===== src/rtl/paddle_pos_if.sv =====
// Handshake bundle between the paddle controller and its neighbours:
// step/tick/recenter pulses in, registered position and status out.
interface paddle_pos_if #(
    parameter int POS_W = 10
);
    logic             left_op;
    logic             right_op;
    logic             frame_tick;
    logic             recenter;
    logic [POS_W-1:0] pos;
    logic             moving;
    logic             at_min;
    logic             at_max;
    logic             overflow;

    modport master (
        output left_op, right_op, frame_tick, recenter,
        input  pos, moving, at_min, at_max, overflow
    );

    modport slave (
        input  left_op, right_op, frame_tick, recenter,
        output pos, moving, at_min, at_max, overflow
    );
endinterface


===== src/rtl/paddle_pos_ctrl.sv =====
// Paddle position controller: queues step pulses, applies one clamped step per
// frame tick, flushes the queue at the playfield limits, and walks back to centre.
module paddle_pos_ctrl #(
    parameter int POS_W    = 10,
    parameter int POS_MAX  = 400,
    parameter int STEP     = 4,
    parameter int PEND_MAX = 7,
    parameter int INIT_POS = 200
) (
    input logic         clk,
    input logic         rst_n,
    paddle_pos_if.slave bus
);
    typedef enum logic [1:0] {IDLE, MOVING, CENTER} state_t;

    localparam logic [POS_W:0]        STEP_X = (POS_W+1)'(STEP);
    localparam logic [POS_W:0]        MAX_X  = (POS_W+1)'(POS_MAX);
    localparam logic [POS_W:0]        INIT_X = (POS_W+1)'(INIT_POS);
    localparam logic [POS_W-1:0]      MAX_P  = POS_W'(POS_MAX);
    localparam logic [POS_W-1:0]      INIT_P = POS_W'(INIT_POS);
    localparam logic signed [4:0]     LIM    = 5'(PEND_MAX);

    state_t                state;
    logic signed [3:0]     pend;
    logic [POS_W-1:0]      pos_q;
    logic                  moving_q;
    logic                  ovf_q;

    state_t                state_nx;
    logic signed [3:0]     pend_nx;
    logic [POS_W:0]        pos_nx;
    logic                  ovf_nx;
    logic signed [4:0]     delta;
    logic signed [4:0]     pend_ext;
    logic signed [4:0]     pend_dec;
    logic signed [4:0]     sum;
    logic                  flush;

    function automatic logic signed [3:0] sat_pend(input logic signed [4:0] v);
        if (v > LIM)
            return 4'(LIM);
        else if (v < -LIM)
            return 4'(-LIM);
        else
            return 4'(v);
    endfunction

    // The POS_W+1 bit width keeps p + STEP from wrapping before the clamp.
    function automatic logic [POS_W:0] step_up(input logic [POS_W:0] p, input logic [POS_W:0] lim);
        logic [POS_W:0] s;
        s = p + STEP_X;
        return (s > lim) ? lim : s;
    endfunction

    function automatic logic [POS_W:0] step_down(input logic [POS_W:0] p, input logic [POS_W:0] lim);
        return (p < lim + STEP_X) ? lim : p - STEP_X;
    endfunction

    always_comb begin
        state_nx = state;
        pend_nx  = pend;
        pos_nx   = {1'b0, pos_q};
        ovf_nx   = 1'b0;
        flush    = 1'b0;
        pend_ext = {pend[3], pend};
        pend_dec = pend_ext;
        sum      = 5'sd0;
        delta    = 5'sd0;
        if (bus.right_op && !bus.left_op)
            delta = 5'sd1;
        else if (bus.left_op && !bus.right_op)
            delta = -5'sd1;

        if (bus.recenter && state != CENTER) begin
            state_nx = CENTER;
            pend_nx  = 4'sd0;
        end else if (state == CENTER) begin
            if (bus.frame_tick) begin
                if ({1'b0, pos_q} < INIT_X)
                    pos_nx = step_up({1'b0, pos_q}, INIT_X);
                else
                    pos_nx = step_down({1'b0, pos_q}, INIT_X);
                if (pos_nx == INIT_X)
                    state_nx = IDLE;
            end
        end else begin
            if (bus.frame_tick && pend > 4'sd0) begin
                pos_nx   = step_up({1'b0, pos_q}, MAX_X);
                pend_dec = pend_ext - 5'sd1;
                flush    = (pos_nx == MAX_X);
            end else if (bus.frame_tick && pend < 4'sd0) begin
                pos_nx   = step_down({1'b0, pos_q}, '0);
                pend_dec = pend_ext + 5'sd1;
                flush    = (pos_nx == '0);
            end
            // Reaching a wall discards whatever was still queued.
            sum      = (flush ? 5'sd0 : pend_dec) + delta;
            ovf_nx   = (sum > LIM) || (sum < -LIM);
            pend_nx  = sat_pend(sum);
            state_nx = (pend_nx != 4'sd0) ? MOVING : IDLE;
        end
    end

    always_ff @(posedge clk or negedge rst_n) begin
        if (!rst_n) begin
            state    <= IDLE;
            pend     <= 4'sd0;
            pos_q    <= INIT_P;
            moving_q <= 1'b0;
            ovf_q    <= 1'b0;
        end else begin
            state    <= state_nx;
            pend     <= pend_nx;
            pos_q    <= pos_nx[POS_W-1:0];
            moving_q <= (state_nx != IDLE);
            ovf_q    <= ovf_nx;
        end
    end

    assign bus.pos      = pos_q;
    assign bus.moving   = moving_q;
    assign bus.overflow = ovf_q;
    assign bus.at_min   = (pos_q == '0);
    assign bus.at_max   = (pos_q == MAX_P);
endmodule


===== src/flat_wrapper.sv =====
// flat-port wrapper written by rule: the top's interface ports become plain ports
module paddle_pos_ctrl_flat 
#(
    parameter int POS_W    = 10,
    parameter int POS_MAX  = 400,
    parameter int STEP     = 4,
    parameter int PEND_MAX = 7,
    parameter int INIT_POS = 200
)
  (clk, rst_n, bus_left_op, bus_right_op, bus_frame_tick, bus_recenter, bus_pos, bus_moving, bus_at_min, bus_at_max, bus_overflow);
  paddle_pos_if #(.POS_W(POS_W)) bus_i ();
  input logic clk;
  input logic rst_n;
  input wire logic [$bits(bus_i.left_op)-1:0] bus_left_op;
  input wire logic [$bits(bus_i.right_op)-1:0] bus_right_op;
  input wire logic [$bits(bus_i.frame_tick)-1:0] bus_frame_tick;
  input wire logic [$bits(bus_i.recenter)-1:0] bus_recenter;
  output wire logic [$bits(bus_i.pos)-1:0] bus_pos;
  output wire logic [$bits(bus_i.moving)-1:0] bus_moving;
  output wire logic [$bits(bus_i.at_min)-1:0] bus_at_min;
  output wire logic [$bits(bus_i.at_max)-1:0] bus_at_max;
  output wire logic [$bits(bus_i.overflow)-1:0] bus_overflow;
  assign bus_i.left_op = bus_left_op;
  assign bus_i.right_op = bus_right_op;
  assign bus_i.frame_tick = bus_frame_tick;
  assign bus_i.recenter = bus_recenter;
  assign bus_pos = bus_i.pos;
  assign bus_moving = bus_i.moving;
  assign bus_at_min = bus_i.at_min;
  assign bus_at_max = bus_i.at_max;
  assign bus_overflow = bus_i.overflow;
  paddle_pos_ctrl #(.POS_W(POS_W), .POS_MAX(POS_MAX), .STEP(STEP), .PEND_MAX(PEND_MAX), .INIT_POS(INIT_POS)) u_core (.clk(clk), .rst_n(rst_n), .bus(bus_i));
endmodule

===== config.mk =====
export PLATFORM = sky130hd
export DESIGN_NAME = paddle_pos_ctrl_flat
export DESIGN_NICKNAME = d
export VERILOG_FILES = /design/src/rtl/paddle_pos_if.sv /design/src/rtl/paddle_pos_ctrl.sv /design/src/flat_wrapper.sv
export SDC_FILE = /design/constraint.sdc
export NUM_CORES = 1
export LEC_CHECK = 0
export ABC_AREA = 1
export ABC_CLOCK_PERIOD_IN_PS = 3100
export BUFFER_PORTS_ARGS = -buffer_cell sky130_fd_sc_hd__buf_4
export CAP_MARGIN = 40
export CELL_PAD_IN_SITES_DETAIL_PLACEMENT = 2
export CELL_PAD_IN_SITES_GLOBAL_PLACEMENT = 2
export CORE_ASPECT_RATIO = 1.5
export CORE_MARGIN = 2
export CORE_UTILIZATION = 30
export CTS_CLUSTER_DIAMETER = 50
export DETAILED_ROUTE_END_ITERATION = 7
export PLACE_DENSITY_LB_ADDON = 0.12
export RECOVER_POWER = 50
export SYNTH_ARGS = -nofsm -noshare
export SYNTH_HDL_FRONTEND = slang
export SYNTH_SLANG_ARGS = --single-unit

===== constraint.sdc =====
create_clock -name clk -period 3.1 [get_ports clk]
set_input_delay 0.155 -clock clk [delete_from_list [all_inputs] [get_ports clk]]
set_output_delay 0.155 -clock clk [all_outputs]
set_load 0.01 [all_outputs]

Yosys cells after proc, flatten, opt, wreduce, memory -nomap -nowiden
Index checks and enable logic that the tools add are counted.

storage, ports and cells
  flip-flop bits (word level) = 18
  bits of input ports = 6
  logic and storage cells = 77
  output and inout bits = 14

operators by class
  add/sub/neg operators = 5
  bitwise logic cells = 1
  reductions and logical operators = 14
  muxes and demuxes = 36
  $lt $le $gt $ge = 9
  equal/unequal tests = 7

operators by type and width
  cell                                                                              count
  11-bit 2-to-1 mux                                                                 8
  10-bit 2-to-1 mux                                                                 4
  5-bit 2-to-1 mux                                                                  7
  4-bit 2-to-1 mux                                                                  6
  10-bit by 8-bit < comparator with 1-bit output, second input constant             2
  10-bit by 3-bit adder with 11-bit output, second input constant                   1
  11-bit by 8-bit == test with 1-bit output, second input constant                  1
  11-bit by 9-bit == test with 1-bit output, second input constant                  1
  11-bit by 8-bit greater-than comparator with 1-bit output, second input constant  1
  11-bit by 9-bit greater-than comparator with 1-bit output, second input constant  1
  11-bit zero test                                                                  1
  10-bit by 3-bit subtractor with 11-bit output, second input constant              1
  10-bit by 9-bit == test with 1-bit output, second input constant                  1
  10-bit zero test                                                                  1
  10-bit by 3-bit < comparator with 1-bit output, second input constant             1
  2-bit 2-to-1 mux                                                                  4
  1-bit 2-to-1 mux                                                                  7
  4-bit by 2-bit adder with 5-bit output, second input constant                     1
  5-bit adder                                                                       1
  5-bit by 4-bit greater-than comparator with 1-bit output, second input constant   1
  1-bit logical AND                                                                 5
  5-bit by 4-bit < comparator with 1-bit output, second input constant              1
  4-bit by 2-bit subtractor with 5-bit output, second input constant                1
  4-bit by 1-bit greater-than comparator with 1-bit output, second input constant   1
  other kinds (11)                                                                  13

Longest topological paths before layout
Gate-level depths: netlist (run 1).

  word-level depth = 19
  mapped depth = 26
  gate-level depth less buffers = 26

Least setup slack after synthesis (run 1)
Ideal clock, no wire load.

  path kind = register to register
  start point = reg u_core.pos_q[3], in the netlist u_core.bus.pos[3]
  end point = reg u_core.pend[0]
  slack = -0.147 ns
  stages on the path, launching flop included = 23
  library setup time = 0.120 ns
  arrival time = 3.128 ns
  period minus slack after synthesis = 3.247 ns
  data required time = 2.980 ns
  buffers on the path = 0
  cell sequence = dfstp_2 > ha_1 > nand3_1 > nor4_2 > nor2_4 > nand2_4 > nand2_4 > nand2_2 > nand2_2 > nand2_1 > nor2_1 > ha_1 > fa_1 > nand3_1 > nand2_1 > xor2_1 > inv_1 > nand4_2 > nand2_2 > nand2_2 > nand2_1 > nand2_1 > nand2_1

on the way
  cells in the longest elaborated chain, start to end = 16
  elaborated cells between the ends (all ways) = 22
  those cells by class = add/sub (3); order compare (4); eq/ne (1); mux (13); reduce/logical (1)

RTL lines
  what                                                                                                   line                                          source
  from (decl)                                                                                            paddle_pos_ctrl.sv:25                         logic [POS_W-1:0] pos_q;
  from (signal assigned)                                                                                 paddle_pos_ctrl.sv:114                        pos_q <= pos_nx[POS_W-1:0];
  10-bit by 3-bit adder with 11-bit output (tied with other cells)                                       paddle_pos_ctrl.sv:51                         s = p + STEP_X;
  11-bit by 9-bit greater-than comparator with 1-bit output / 11-bit 2-to-1 mux (equally long branches)  paddle_pos_ctrl.sv:52, paddle_pos_ctrl.sv:56
  11-bit 2-to-1 mux / 11-bit zero test (equally long branches)                                           paddle_pos_ctrl.sv:52, paddle_pos_ctrl.sv:94
  11-bit by 9-bit == test with 1-bit output / 1-bit 2-to-1 mux (equally long branches)                   paddle_pos_ctrl.sv:90, paddle_pos_ctrl.sv:91
  1-bit 2-to-1 mux (*)                                                                                   paddle_pos_ctrl.sv:87                         if (bus.frame_tick && pend > 4'sd0) begin
  1-bit 2-to-1 mux (*)                                                                                   paddle_pos_ctrl.sv:77                         end else if (state == CENTER) begin
  1-bit 2-to-1 mux (*)                                                                                   paddle_pos_ctrl.sv:74                         if (bus.recenter && state != CENTER) begin
  5-bit 2-to-1 mux (*)                                                                                   paddle_pos_ctrl.sv:97                         sum = (flush ? 5'sd0 : pend_dec) + delta;
  5-bit adder (*)                                                                                        paddle_pos_ctrl.sv:97
  5-bit by 4-bit < comparator with 1-bit output                                                          paddle_pos_ctrl.sv:42                         else if (v < -LIM)
  4-bit 2-to-1 mux                                                                                       paddle_pos_ctrl.sv:42
  4-bit 2-to-1 mux (*)                                                                                   paddle_pos_ctrl.sv:40                         if (v > LIM)
  4-bit 2-to-1 mux (*)                                                                                   paddle_pos_ctrl.sv:77
  4-bit 2-to-1 mux (*)                                                                                   paddle_pos_ctrl.sv:74
  4-bit 2-to-1 mux (*)                                                                                   paddle_pos_ctrl.sv:77
  4-bit 2-to-1 mux (*)                                                                                   paddle_pos_ctrl.sv:74
  to (signal assigned)                                                                                   paddle_pos_ctrl.sv:113                        pend <= pend_nx;
  to (decl)                                                                                              paddle_pos_ctrl.sv:24                         logic signed [3:0] pend;

Every way passes the cells marked *; elsewhere a longest branch is shown, timed or not. The select of a mux whose other input is x is not followed.
A chain may end at the register's enable or synchronous reset.

Worst setup path after layout (run 1)
Ends and elaborated chain as after synthesis.

==> results.sh, run 1 <==
export IMPL_run_status="complete, but fails checks"
export IMPL_violated_checks="setup timing"
export IMPL_endpoint_of_the_worst_register_to_register_path="u_core.pend[0]$_DFFE_PN0P_"
export IMPL_io_buffers=19
export IMPL_combPwrFrac_pct=85.0
export IMPL_switching_part_of_the_total_pct=57.2
export IMPL_synth_top_flop_cell="sky130_fd_sc_hd__dfrtp_1"
export IMPL_final_setup_worst_slack_ns=-0.535
export IMPL_hold_path_startpoint="bus_recenter"
export IMPL_place_congestion=0.839
export IMPL_hold_path_endpoint="u_core.bus.overflow$_DFF_PN0_"
export IMPL_number_of_design_rule_violations_left_by_the_first_detailed_router_iteration=170
export IMPL_syn_nets=324
export IMPL_synth_seq_cells=18
export IMPL_drt_antenna_violating_nets=0
export IMPL_area_growth_pct=60.8
export IMPL_fillers=734
export IMPL_place_worst_setup_slack_ns=-0.363
export IMPL_max_vdd_ir_drop_mv=0.601
export IMPL_min_delay_path_class="in -> reg"
export IMPL_rows=36
export IMPL_first_global_vias=3162
export IMPL_net_switching_mw=2.78
export IMPL_max_cap_violations=0
export IMPL_numClockSinks=18
export IMPL_yosysMostFrequentCell="sky130_fd_sc_hd__nand2_1"
export IMPL_insertedDiodeCount=0
export IMPL_grt_setup_unrepaired="true"
export IMPL_power_static_leakage_nw=1.65
export IMPL_synth_edff_count=0
export IMPL_die_ht_um=105
export IMPL_via_per_inst=5.85
export IMPL_start_util_pct=31.2
export IMPL_final_hold_violation_count=0
export IMPL_netlist_top_cells_count="sky130_fd_sc_hd__nand2_1, sky130_fd_sc_hd__inv_1, sky130_fd_sc_hd__nand3_1"
export IMPL_grt_max_degree=19
export IMPL_power_mw=4.86
export IMPL_timing_final_max_slew_violations=0
export IMPL_setup_reg_to_reg_worst_slack_ns=-0.54
export IMPL_timing_critical_path_arrival_ns=3.81
export IMPL_max_freq_ghz=0.275
export IMPL_synth_area_leader_cell="sky130_fd_sc_hd__dfrtp_1"
export IMPL_placed_area_um2=2780
export IMPL_antenna_violations_before_repair=0
export IMPL_tritoncts_clock_tree="yes"
export IMPL_grt_use_total_pct=32.0
export IMPL_yosysUniqueCellTypes=38
export IMPL_number_of_top_level_pins=20
export IMPL_remaining_drc_errors=0
export IMPL_worstSetupStartpointType="flip-flop"
export IMPL_layout_nets=426
export IMPL_clock_insertion_delay_worst_skew_ns=0.29
export IMPL_worst_slew_margin_rel_pct=16.6
export IMPL_drive_gt1_share_pct=46.1
export IMPL_ys_seq_area_share_pct=22.3
export IMPL_cell_internal_pwr_mw=2.08
export IMPL_worstReg2RegStart="u_core.bus.pos[3]$_DFFE_PN1P_"
export IMPL_wirelength_um=13500
export IMPL_seq_power_share_pct=10.3
export IMPL_final_instance_count_excl_fill=482
export IMPL_grt_pass1_wl_um=17800
export IMPL_synth_warning_count=0
export IMPL_route_detailed_wl_per_inst_um=27.9
export IMPL_yosys_area_top_type_share_pct=18.4
export IMPL_asr_flop_ratio_synth_pct=100
export IMPL_dieWidth_um=71.3
export IMPL_detail_route_first_pass_iterations=4
export IMPL_grt_ovfl_total=0
export IMPL_die_area_um2=7480
export IMPL_finalClockSkew_ns=0.0177
export IMPL_synth_avg_cell_area_um2=6.68
export IMPL_critical_path_peak_fanout=4
export IMPL_category_of_the_critical_setup_timing_path="reg -> reg"
export IMPL_worst_slew_pin_transition_ns=1.25
export IMPL_power_per_cell_area_nw_per_um2=1480
export IMPL_sequential_cell_area_um2=458
export IMPL_place_detailed_instances=458
export IMPL_num_vias=2819
export IMPL_worstRegToRegCells=27
export IMPL_core_area_um2=6530
export IMPL_hpwlAfterDp_um=7950
export IMPL_path_clk_slew_ns=0.10
export IMPL_cts_htree_levels=1
export IMPL_netlist_instances=305
export IMPL_multiInputGateArea_um2=1680
export IMPL_setup_viol_count_final=8
export IMPL_final_area_um2=3280
export IMPL_finish_utilization_pct=50.2
export IMPL_worstPathRequired_ns=3.27
export IMPL_post_synth_main_area_contributors="sky130_fd_sc_hd__dfrtp_1, sky130_fd_sc_hd__nand2_1, sky130_fd_sc_hd__ha_1"
export IMPL_timing_critical_path_to_type="flip-flop"
export IMPL_cts_buffers=3
export IMPL_instance_count_along_the_most_critical_hold_path=4
export IMPL_period_share_pct=117
export IMPL_clockBufferDepth=2
export IMPL_synth_area_um2=2040
export IMPL_cts_root_buf="sky130_fd_sc_hd__clkbuf_8"
export IMPL_period_minus_slack_ns=3.64
export IMPL_clockPowerShare_pct=4.7
export IMPL_cp_startpoint="u_core.bus.pos[3]$_DFFE_PN1P_"
-- per-layer routing --
layer  vias to the layer above  wire length, um  track usage, %
met5                         -                0               0
met4                         0             1130            19.7
met3                        79              435            2.70
met2                       134             7550            63.9
met1                      1400             4330            29.4
li1                       1206                -               -
-- critical path, cell delays in order, from the launching register on --
cell and delay [ns]:
sky130_fd_sc_hd__dfstp_2 0.59, sky130_fd_sc_hd__buf_6 0.12, sky130_fd_sc_hd__ha_4 0.14, sky130_fd_sc_hd__nand2_1 0.07
sky130_fd_sc_hd__nor2_2 0.15, sky130_fd_sc_hd__nand2_1 0.09, sky130_fd_sc_hd__nand2_1 0.11, sky130_fd_sc_hd__nand2_2 0.09
sky130_fd_sc_hd__nor2_4 0.13, sky130_fd_sc_hd__nand3_4 0.12, sky130_fd_sc_hd__nand2_4 0.10, sky130_fd_sc_hd__nand2_4 0.05
sky130_fd_sc_hd__nand2_2 0.06, sky130_fd_sc_hd__nand2_2 0.08, sky130_fd_sc_hd__nand2_4 0.13, sky130_fd_sc_hd__nor2_4 0.05
sky130_fd_sc_hd__ha_4 0.16, sky130_fd_sc_hd__fa_2 0.36, sky130_fd_sc_hd__nand3_2 0.08, sky130_fd_sc_hd__nand2_2 0.07
sky130_fd_sc_hd__xor2_2 0.16, sky130_fd_sc_hd__buf_4 0.15, sky130_fd_sc_hd__nand2_4 0.08, sky130_fd_sc_hd__nand2_4 0.07
sky130_fd_sc_hd__nand2_4 0.09, sky130_fd_sc_hd__nand2_2 0.06, sky130_fd_sc_hd__nand2_2 0.07, sky130_fd_sc_hd__nand2_1 0.06
-- kinds of logic (layout without fill, tap and decap cells) --
family	after synthesis	in the layout	share of synthesized area, %
AO/OA/AOI/OAI	54	54	15.7
XOR/XNOR	8	8	3.44
buffers and inverters	51	152	10.4
flip-flops	18	18	22.3
AND/OR/NAND/NOR	161	161	39.8
adder cells (fa/ha/maj)	13	13	8.35
-- layout by cell type, fill, tap and decap left out, drive strengths merged --
cell type and count:
clkbuf 8, dlygate4sd3 1, nand4 6, xor2 8, a21oi 17, nand3 28
or2 1, o22ai 5, buf 97, a221oi 1, o211ai 1, dfrtp 15
o311ai 1, nor2 28, a31oi 8, o21ai 15, nor3 6, nand2 90
dfstp 3, a22oi 3, fa 1, o31ai 3, ha 12, inv 46
nor4 2
-- timing repair --
item                       CTS  global route
cloned                       0             0
setup buffers               17             3
setup endpoints to repair    7             7
hold buffers                 1             0
hold endpoints to repair    15             0
resized for setup           34            29
pin swaps                   29            19
-- area by class of cell --
type	count	share of cell area (%)
repair buffers	102	24.7
flip-flops and latches	18	14.0
clock buffers	4	1.68
inverters	46	5.50
multi-input cells	236	51.2
well taps	76	2.90
-- stage by stage --
step | setup TNS, ns | hold WS (ns)
floorplan | -0.161 | -0.141
global placement | -1.64 | 0.0537
detailed placement | -2.20 | 0.0597
CTS | -1.63 | 0.268
global route | -4.29 | 0.280
finish | -3.41 | 0.264
-- registers in the layout, indices dropped and copies added, names as in the netlist --
name and cells:
u_core.bus.overflow 1, u_core.bus.pos 10, u_core.pend 4, u_core.bus.moving 1, u_core.state 2
-- worst max path at each step --
stage                                       to
floorplan           u_core.pend[0]$_DFFE_PN0P_
global placement    u_core.pend[0]$_DFFE_PN0P_
detailed placement  u_core.pend[0]$_DFFE_PN0P_
CTS                 u_core.pend[0]$_DFFE_PN0P_
global route        u_core.pend[0]$_DFFE_PN0P_
finish              u_core.pend[0]$_DFFE_PN0P_
-- power groups by stage --
stage	logic (mW)	clock network (mW)	registers (mW)
finish	4.13	0.227	0.500
global route	4.29	0.229	0.507
CTS	3.53	0.223	0.477
detailed placement	3.08	0	0.489
global placement	2.96	0	0.479
floorplan	1.64	0	0.479
Note: power is estimated with default switching activity, not from simulation.
==> run 2: changes to the inputs <==
--- a/config.mk
+++ b/config.mk
@@ -16,7 +16,7 @@
 export CORE_UTILIZATION = 30
 export CTS_CLUSTER_DIAMETER = 50
 export DETAILED_ROUTE_END_ITERATION = 7
-export PLACE_DENSITY_LB_ADDON = 0.12
+export PLACE_DENSITY_LB_ADDON = 0.1
 export RECOVER_POWER = 50
 export SYNTH_ARGS = -nofsm -noshare
 export SYNTH_HDL_FRONTEND = slang
==> run 2 against run 1 <==
Net effect:
- the run still ends with setup timing left
- sequential power down 1%
- design area fell by 0.92%
- maximum frequency down 0.14%
- wire length fell by 7.0%
- clock-buffer cell count stayed put
- critical endpoint is now u_core.pend[2]$_DFFE_PN0P_
==> results.sh, run 2 (synthesis gave the netlist of run 1 again) <==
export IMPL_run_status="complete, but fails checks"
export IMPL_violated_checks="setup timing"
export IMPL_via_per_inst=5.60
export IMPL_finish_utilization_pct=49.7
export IMPL_max_cap_violations=0
export IMPL_category_of_the_critical_setup_timing_path="reg -> reg"
export IMPL_drive_gt1_share_pct=45.4
export IMPL_drt_antenna_violating_nets=0
export IMPL_max_freq_ghz=0.275
export IMPL_clock_insertion_delay_worst_skew_ns=0.30
export IMPL_power_mw=4.71
export IMPL_largest_register_ffs=10
export IMPL_insertedDiodeCount=0
export IMPL_number_of_design_rule_violations_left_by_the_first_detailed_router_iteration=124
export IMPL_max_vdd_ir_drop_mv=0.660
export IMPL_rows=36
export IMPL_period_minus_slack_ns=3.64
export IMPL_antenna_violations_before_repair=0
export IMPL_worst_slew_margin_rel_pct=28.0
export IMPL_layout_cells_most_common_list="sky130_fd_sc_hd__buf_4, sky130_fd_sc_hd__nand2_1, sky130_fd_sc_hd__inv_1"
export IMPL_crit_chain="buf_12, nor2_8, nand2_4, buf_12, nor2_4, buf_4, a31oi_1, nor3_2, nand2_1, nand2_4, nor2_4, ha_4, fa_2, buf_6, xor2_1, inv_1, nand3_2, nand2_2, nand3_2, nand2_1, inv_1, nand2_1, nand2_1"
export IMPL_route_detailed_wl_per_inst_um=25.7
export IMPL_numClockSinks=18
export IMPL_hpwlAfterDp_um=7710
export IMPL_num_vias=2724
export IMPL_post_route_setup_tns_ns=-3.28
export IMPL_timing_critical_path_arrival_ns=3.83
export IMPL_worstSetupStartpointType="flip-flop"
export IMPL_cts_buffers=3
export IMPL_critPathMaxStageDelay_ns=0.49
export IMPL_layout_nets=430
export IMPL_finalHoldWorstSlack_ns=0.250
export IMPL_clockBufferDepth=2
export IMPL_grt_ovfl_total=0
export IMPL_cts_root_buf="sky130_fd_sc_hd__clkbuf_8"
export IMPL_dieWidth_um=71.3
export IMPL_cts_htree_levels=1
export IMPL_remaining_drc_errors=0
export IMPL_core_area_um2=6530
export IMPL_path_clk_slew_ns=0.10
export IMPL_die_area_um2=7480
export IMPL_finalClockSkew_ns=0.0235
export IMPL_critical_path_peak_fanout=4
export IMPL_final_hold_violation_count=0
export IMPL_die_ht_um=105
export IMPL_period_share_pct=117
export IMPL_mostFrequentLayoutCell="sky130_fd_sc_hd__buf_4"
export IMPL_first_global_vias=3125
export IMPL_number_of_top_level_pins=20
export IMPL_area_growth_pct=59.3
export IMPL_timing_critical_path_slowest_stage_cell="sky130_fd_sc_hd__dfrtp_2"
export IMPL_grt_max_degree=19
export IMPL_setup_viol_count_final=7
export IMPL_detail_route_first_pass_iterations=4
export IMPL_power_static_leakage_nw=1.67
export IMPL_final_setup_worst_slack_ns=-0.540
export IMPL_min_delay_path_class="in -> reg"
export IMPL_power_per_cell_area_nw_per_um2=1450
export IMPL_grt_pass1_wl_um=17100
export IMPL_worst_slew_pin_transition_ns=1.08
export IMPL_tritoncts_clock_tree="yes"
export IMPL_wirelength_um=12500
export IMPL_timing_final_max_slew_violations=0
export IMPL_grt_use_total_pct=30.4
export IMPL_grt_setup_unrepaired="true"
export IMPL_place_congestion=0.867
export IMPL_timing_critical_path_to_type="flip-flop"
export IMPL_worstPathRequired_ns=3.29
export IMPL_io_buffers=19
export IMPL_critical_path_top_cell_by_count="sky130_fd_sc_hd__nand2_1"
export IMPL_start_util_pct=31.2
[run 2: cell types whose count changed in the layout (fill, tap and decap cells not counted), sizes merged]
cell  change
buf       +4
[run 2: repair_timing]
action                     CTS  global route
gates resized for setup     26            26
setup buffers               12             9
hold buffers                 1             0
pin swaps                   19            22
setup endpoints to repair    7             7
hold endpoints to repair    15             0
cloned                       0             0
[run 2: final cells by class]
type	count	area, um^2
timing repair buffer	106	827
multi-input combinational	236	1630
sequential	18	458
fill	755	3280
tap	76	95.1
inverter	46	178
clock buffer	4	55.1
[run 2: final timing paths]
kind / slack [ns] / to / from / depth (start not counted)
max: -0.54 / u_core.pend[2]$_DFFE_PN0P_ / u_core.bus.pos[4]$_DFFE_PN0P_ / 23
min: 0.25 / u_core.bus.overflow$_DFF_PN0_ / bus_recenter / 4
max reg2reg: -0.54 / u_core.pend[2]$_DFFE_PN0P_ / u_core.bus.pos[4]$_DFFE_PN0P_ / 23
min reg2reg: 0.59 / u_core.pend[2]$_DFFE_PN0P_ / u_core.pend[2]$_DFFE_PN0P_ / 2
max in group asynchronous: 1.79 / u_core.bus.pos[5]$_DFFE_PN0P_ / rst_n / 2
min in group asynchronous: 0.56 / u_core.bus.pos[2]$_DFFE_PN0P_ / rst_n / 2
[run 2: worst max-delay path: cells and delay by family (launching register included)]
kind / cells / cell delay, ns
flip-flops: 1 / 0.49
XOR/XNOR: 1 / 0.14
buffers and inverters: 6 / 0.72
adder cells (fa/ha/maj): 2 / 0.53
AND/OR/NAND/NOR: 13 / 1.46
AO/OA/AOI/OAI: 1 / 0.17
[run 2: power breakdown]
group / internal (mW) / switching (mW) / total [mW]
Combinational: 1.60 / 2.39 / 3.99
Clock: 0.114 / 0.114 / 0.228
Sequential: 0.351 / 0.142 / 0.493
[run 2: metrics by stage]
step	std cells	instance area (um^2)	worst slack, ns
3_5_place_dp	461	2800	-0.403
2_1_floorplan	305	2100	-0.0651
5_1_grt	486	3250	-0.621
6_report	486	3250	-0.540
3_3_place_gp	461	2800	-0.254
4_1_cts	478	3080	-0.266
[run 2: metal layers]
metal  GRT usage, %  wire length [um]
met5              0                 0
met1           29.2              4210
met2           57.5              7110
met3           3.28               344
met4           21.3               837
